$ cat src/rtl/memory_arbiter.sv
// Round-robin arbiter that shares one unified memory between the instruction-fetch
// port and the data port, using the enable/busy handshake on every side.
module memory_arbiter #(
  parameter int ADDR_WIDTH = 64,
  parameter int DATA_WIDTH = 64,
  parameter int BYTE_NUM   = DATA_WIDTH / 8
) (
  input  logic                  clock,
  input  logic                  reset,
  input  logic                  inst_enable,
  input  logic [ADDR_WIDTH-1:0] inst_addr,
  output logic                  inst_busy,
  output logic [DATA_WIDTH-1:0] inst_read_data,
  input  logic                  data_enable,
  input  logic [ADDR_WIDTH-1:0] data_addr,
  input  logic [DATA_WIDTH-1:0] data_write_data,
  input  logic [BYTE_NUM-1:0]   data_byte_write_enable,
  output logic                  data_busy,
  output logic [DATA_WIDTH-1:0] data_read_data,
  output logic                  mem_enable,
  output logic [ADDR_WIDTH-1:0] mem_addr,
  output logic [DATA_WIDTH-1:0] mem_write_data,
  output logic [BYTE_NUM-1:0]   mem_byte_write_enable,
  input  logic                  mem_busy,
  input  logic [DATA_WIDTH-1:0] mem_read_data
);

  typedef enum logic [2:0] {
    IDLE,
    ISSUE,
    WAIT_HIGH,
    WAIT_LOW,
    RELEASE
  } state_e;

  state_e                state_q, state_d;
  logic                  grant_q, grant_d;
  logic                  last_grant_q, last_grant_d;
  logic                  mem_enable_q, mem_enable_d;
  logic                  inst_busy_q, inst_busy_d;
  logic                  data_busy_q, data_busy_d;
  logic [DATA_WIDTH-1:0] inst_read_data_q, inst_read_data_d;
  logic [DATA_WIDTH-1:0] data_read_data_q, data_read_data_d;
  logic                  active_d;
  logic                  granted_enable;

  assign granted_enable = grant_q ? data_enable : inst_enable;

  always_comb begin
    // NOTE: every signal assigned here gets a default first, so no path leaves one
    // unassigned and no latch is inferred.
    state_d          = state_q;
    grant_d          = grant_q;
    last_grant_d     = last_grant_q;
    inst_read_data_d = inst_read_data_q;
    data_read_data_d = data_read_data_q;

    unique case (state_q)
      IDLE: begin
        if (inst_enable || data_enable) begin
          // On a tie the requester that did not win last time goes first.
          grant_d      = (inst_enable && data_enable) ? ~last_grant_q : data_enable;
          last_grant_d = grant_d;
          state_d      = ISSUE;
        end
      end
      ISSUE:     state_d = WAIT_HIGH;
      WAIT_HIGH: if (mem_busy) state_d = WAIT_LOW;
      WAIT_LOW: begin
        if (!mem_busy) begin
          if (grant_q) data_read_data_d = mem_read_data;
          else         inst_read_data_d = mem_read_data;
          state_d = RELEASE;
        end
      end
      RELEASE:   if (!granted_enable) state_d = IDLE;
      default:   state_d = IDLE;
    endcase

    // Handshake outputs are registered from the next state so they change on the edge.
    active_d     = (state_d == ISSUE) || (state_d == WAIT_HIGH) || (state_d == WAIT_LOW);
    mem_enable_d = active_d;
    inst_busy_d  = active_d && !grant_d;
    data_busy_d  = active_d && grant_d;
  end

  // NOTE: sequential state uses non-blocking assignments only, so every flop samples
  // the pre-edge value of every other flop.
  always_ff @(posedge clock or negedge reset) begin
    if (!reset) begin
      state_q          <= IDLE;
      grant_q          <= 1'b0;
      last_grant_q     <= 1'b1;
      mem_enable_q     <= 1'b0;
      inst_busy_q      <= 1'b0;
      data_busy_q      <= 1'b0;
      // NOTE: the read-data holding registers are architecturally visible, so they are
      // reset like control state rather than left undefined.
      inst_read_data_q <= '0;
      data_read_data_q <= '0;
    end else begin
      state_q          <= state_d;
      grant_q          <= grant_d;
      last_grant_q     <= last_grant_d;
      mem_enable_q     <= mem_enable_d;
      inst_busy_q      <= inst_busy_d;
      data_busy_q      <= data_busy_d;
      inst_read_data_q <= inst_read_data_d;
      data_read_data_q <= data_read_data_d;
    end
  end

  assign mem_enable            = mem_enable_q;
  assign inst_busy             = inst_busy_q;
  assign data_busy             = data_busy_q;
  assign inst_read_data        = inst_read_data_q;
  assign data_read_data        = data_read_data_q;
  assign mem_addr              = grant_q ? data_addr : inst_addr;
  assign mem_write_data        = grant_q ? data_write_data : '0;
  // mem_enable_q is high exactly in ISSUE/WAIT_HIGH/WAIT_LOW.
  assign mem_byte_write_enable = (grant_q && mem_enable_q) ? data_byte_write_enable : '0;

endmodule
$ cat config.mk
export PLATFORM = sky130hd
export DESIGN_NAME = memory_arbiter
export DESIGN_NICKNAME = d
export VERILOG_FILES = /design/src/rtl/memory_arbiter.sv
export SDC_FILE = /design/constraint.sdc
export NUM_CORES = 1
export LEC_CHECK = 0
export BUFFER_PORTS_ARGS = -buffer_cell sky130_fd_sc_hd__buf_4
export CORE_AREA = 2 2 206 208
export DETAILED_ROUTE_END_ITERATION = 12
export DIE_AREA = 0 0 208 210
export GPL_TIMING_DRIVEN = 0
export SETUP_SLACK_MARGIN = 0.2
export SYNTH_ARGS = -nofsm -noshare
export SYNTH_HDL_FRONTEND = slang
export SYNTH_SLANG_ARGS = --single-unit
$ cat constraint.sdc
create_clock -name clock -period 2 [get_ports clock]
set_clock_uncertainty 0.2 [all_clocks]
set_input_delay 0.5 -clock clock [delete_from_list [all_inputs] [get_ports clock]]
set_output_delay 0.5 -clock clock [all_outputs]
set_load 0.02 [all_outputs]
==> impl_metrics.prom <==
# TYPE chip_impl_metric gauge
chip_impl_info{name="outcome",value="finished, violations left"} 1
chip_impl_info{name="failing_checks",value="negative setup slack"} 1
chip_impl_metric{name="final-hold-violation-count",unit=""} 0
chip_impl_metric{name="seq_total_area_yosys",unit=""} 0.510
chip_impl_info{name="synth_area_leader_cell",value="dfrtp_1"} 1
chip_impl_metric{name="core-area",unit="um2"} 41500
chip_impl_metric{name="via_count",unit=""} 6194
chip_impl_metric{name="cts-buffers-inserted",unit=""} 17
chip_impl_metric{name="worstRegToRegCells",unit=""} 6
chip_impl_info{name="grt_setup_unrepaired",value="yes"} 1
chip_impl_metric{name="muxShareOfSynthArea",unit=""} 0.361
chip_impl_info{name="clock_tree.root_cell",value="clkbuf_16"} 1
chip_impl_metric{name="port_buffers",unit=""} 535
chip_impl_info{name="endpoint_of_the_worst_slack_reg_to_reg_timing_path",value="inst_read_data[28]$_DFFE_PN0P_"} 1
chip_impl_metric{name="post-dp-hpwl",unit="um"} 25600
chip_impl_metric{name="number_of_nets_still_failing_antenna_checks_after_routing",unit=""} 0
chip_impl_metric{name="synth.avg_cell_area",unit="um2"} 14.9
chip_impl_metric{name="cp.required",unit="ns"} 1.30
chip_impl_metric{name="fin_ws",unit="ns"} -0.474
chip_impl_metric{name="arrival",unit="ns"} 1.77
chip_impl_metric{name="final_core_util",unit=""} 0.328
chip_impl_metric{name="synth_compound_area_frac",unit=""} 0.00375
chip_impl_metric{name="cts-root-to-sink-buffers",unit=""} 2
chip_impl_metric{name="final_cell_count_no_fill",unit=""} 1603
chip_impl_info{name="tritoncts_clock_tree",value="yes"} 1
chip_impl_info{name="rr_startpoint",value="state_q[2]$_DFF_PN0_"} 1
chip_impl_info{name="crit_path_end_kind",value="primary output"} 1
chip_impl_metric{name="areaGrowthSynthToFinish",unit="%"} 104
chip_impl_metric{name="place_area",unit="um2"} 11700
chip_impl_metric{name="final_net_count",unit=""} 1318
chip_impl_metric{name="clock_sink_count",unit=""} 136
chip_impl_metric{name="fill_cell_instance_count_of_the_final_layout",unit=""} 4121
chip_impl_metric{name="grt_first_pass_wirelength",unit="um"} 46600
chip_impl_metric{name="effective_utilization_at_floorplan",unit=""} 0.161
chip_impl_metric{name="ir_worst_vdd",unit="uV"} 659
chip_impl_info{name="worst_setup_path_start_kind",value="register"} 1
chip_impl_metric{name="placed_cells",unit=""} 1524
chip_impl_metric{name="synthDominantCellAreaShare",unit=""} 0.506
chip_impl_metric{name="post_synthesis_cells",unit=""} 449
chip_impl_metric{name="finish.instance_area",unit="um2"} 13600
chip_impl_metric{name="drv_cap",unit=""} 0
chip_impl_metric{name="share_of_post_route_cells_with_drive_strength_above_1",unit=""} 0.818
chip_impl_metric{name="post_placement_worst_setup_slack",unit="ns"} -0.201
chip_impl_info{name="type_of_the_tightest_min_delay_check",value="in2reg"} 1
chip_impl_info{name="synth_top_family_by_area",value="multiplexers"} 1
chip_impl_info{name="critPathCapture",value="mem_addr[21]"} 1
chip_impl_metric{name="clkSlewWorstSetupHoldPaths",unit="ns"} 0.07
chip_impl_metric{name="final_period_minus_worst_setup_slack",unit="ns"} 2.47
chip_impl_metric{name="route.detailed.vias_per_inst",unit=""} 3.86
chip_impl_metric{name="pin_count",unit=""} 536
chip_impl_metric{name="clock_tree.htree_level_count",unit=""} 4
chip_impl_metric{name="die-area",unit="um2"} 43700
chip_impl_metric{name="reg2reg_slack",unit="ns"} 0.01
chip_impl_metric{name="drc",unit=""} 0
chip_impl_metric{name="num_rows",unit=""} 75
chip_impl_metric{name="clock_latency_at_the_later_pin_of_the_worst_skew_pair",unit="ns"} 0.43
chip_impl_metric{name="initial_antenna_violation_count",unit=""} 2
chip_impl_metric{name="groute.usage.overall",unit=""} 0.147
chip_impl_metric{name="die_h",unit="um"} 210
chip_impl_metric{name="die_w",unit="um"} 208
chip_impl_metric{name="fin_crit_sh",unit=""} 1.24
chip_impl_metric{name="gp_congestion",unit=""} 0.885
chip_impl_metric{name="max_freq",unit="MHz"} 404
chip_impl_metric{name="first_global_vias",unit=""} 6691
chip_impl_metric{name="synth_simple_gate_area_frac",unit=""} 0.0834
chip_impl_metric{name="timing.hold.ws",unit="ns"} 0.0910
chip_impl_metric{name="p_per_area",unit="nW/um2"} 1590
chip_impl_metric{name="syn-cell-area",unit="um2"} 6680
chip_impl_metric{name="cp_max_fo",unit=""} 10
chip_impl_metric{name="timing.final.max_slew_violations",unit=""} 0
chip_impl_info{name="ys_top_cells_by_area",value="dfrtp_1 51%, mux2_2 23%, mux2_4 13%"} 1
chip_impl_metric{name="post_synth_fa_ha_maj_area_fraction",unit=""} 0
chip_impl_metric{name="synthesis.nets",unit=""} 718
chip_impl_metric{name="static-leakage-power",unit="nW"} 6.78
chip_impl_metric{name="max_slew_headroom",unit=""} 0.654
chip_impl_metric{name="drtIter0Drc",unit=""} 209
chip_impl_metric{name="postSynthRegisterBits",unit=""} 136
chip_impl_metric{name="pin_count_of_the_biggest_net_entering_global_routing",unit=""} 92
chip_impl_metric{name="routedWlPerCell",unit="um"} 20.9
chip_impl_metric{name="number_of_failing_setup_endpoints_in_the_final_timing_report",unit=""} 136
chip_impl_metric{name="routed_wl",unit="um"} 33600
chip_impl_metric{name="yosysUniqueCellTypes",unit=""} 27
chip_impl_info{name="setup.worst_path.class",value="reg2out"} 1
chip_impl_metric{name="grt-ovfl-total",unit=""} 0
chip_impl_metric{name="synthesis_warning_total",unit=""} 0
chip_impl_metric{name="share_of_the_synthesized_netlist_area_taken_by_xor_and_xnor_gates",unit=""} 0
chip_impl_metric{name="detail_route.first_pass.iterations",unit=""} 4
chip_impl_metric{name="tightest_slew",unit="ns"} 0.519
chip_impl_info{name="crit_start",value="grant_q$_DFF_PN0_"} 1
-- area by class of cell --
class,count,area [um2],area share
well taps,539,674,0.0496
multi-input cells,285,3340,0.245
repair buffers,580,5090,0.374
clock buffers,18,429,0.0315
plain buffers,28,527,0.0387
inverters,1,3.75,0.000276
clock inverters,14,134,0.00984
diodes,2,5.00,0.000368
flip-flops and latches,136,3410,0.251
-- flip-flops by register name, summed over array words and instances (netlist names) --
signal	flops
data_busy	1
data_read_data	64
grant_q	1
inst_busy	1
inst_read_data	64
last_grant_q	1
mem_enable	1
state_q	3
-- cells in the mapped netlist --
library cell	count
and2_1	65
nor2b_4	1
nor4_1	2
dfstp_2	1
and4bb_4	1
clkbuf_1	9
buf_6	4
and3_1	8
a31o_2	1
nor3_1	2
nor2b_1	1
and3b_1	1
buf_12	7
a21oi_1	1
o22ai_1	1
nand2_1	1
nor2_1	1
mux2_4	60
mux2_2	134
nor4b_1	1
inv_1	1
o21ai_0	1
buf_2	6
clkbuf_8	2
dfrtp_1	135
nand2_2	1
or4b_1	1
-- placed cells by master, fill, tap and decap left out, types with 5 or more instances in the layout --
cell and instances:
buf_6 89, clkbuf_16 29, buf_16 6, buf_12 25, and2_4 22, buf_4 463
dfrtp_1 131, mux2_2 73, buf_8 5, mux2_4 121, and2_1 43, and3_1 5
clkbuf_8 5
-- through the flow --
stage	TNS [ns]	total power [mW]
2_1_floorplan	0	11.5
3_3_place_gp	-78.37	16.6
3_5_place_dp	-29.75	16.7
4_1_cts	-60.42	21.5
5_1_grt	-64.73	22.7
6_report	-54.07	21.7
-- critical path, stage by stage, from the launching register on --
cell       delay, ns
dfrtp_2         0.42
clkbuf_16       0.17
buf_12          0.14
buf_12          0.14
mux2_4          0.30
buf_6           0.14
-- what timing repair did --
action	in CTS	in global routing
buffers inserted	19	9
gates resized for setup	157	29
pin swaps	2	1
gates cloned	9	7
endpoints found under the hold margin	45	0
endpoints found under the setup margin	265	251
hold buffers	1	0
-- per-layer routing --
layer | vias to the layer above | share of wire | global-route usage
met5 | - | 0 | 0
met4 | 0 | 0.039 | 0.0743
met1 | 3013 | 0.35 | 0.151
met3 | 33 | 0.077 | 0.0442
li1 | 2788 | - | -
met2 | 360 | 0.54 | 0.272
-- worst min path at each step --
stage / startpoint / endpoint / slack [ns] / cells after the start
6_report: mem_read_data[6] / inst_read_data[6]$_DFFE_PN0P_ / 0.09 / 2
2_1_floorplan: reset / data_busy$_DFF_PN0_ / 0.004 / 0
3_3_place_gp: data_read_data[51]$_DFFE_PN0P_ / data_read_data[51]$_DFFE_PN0P_ / 0.29 / 1
4_1_cts: mem_read_data[21] / inst_read_data[21]$_DFFE_PN0P_ / 0.05 / 2
5_1_grt: mem_read_data[1] / inst_read_data[1]$_DFFE_PN0P_ / 0.06 / 2
3_5_place_dp: reset / inst_read_data[56]$_DFFE_PN0P_ / 0.26 / 1
-- power breakdown --
group	switching (mW)	internal, mW
clock network	1.43	1.64
registers	0.812	4.15
logic	6.32	7.31
-- cell families (layout without fill, tap and decap cells) --
family | after synthesis | in the layout
compound gates | 4 | 4
buf+inv | 29 | 641
simple gates | 86 | 87
other cells | 0 | 2
mux | 194 | 194
flops | 136 | 136
(Power assumes the default switching activity.)
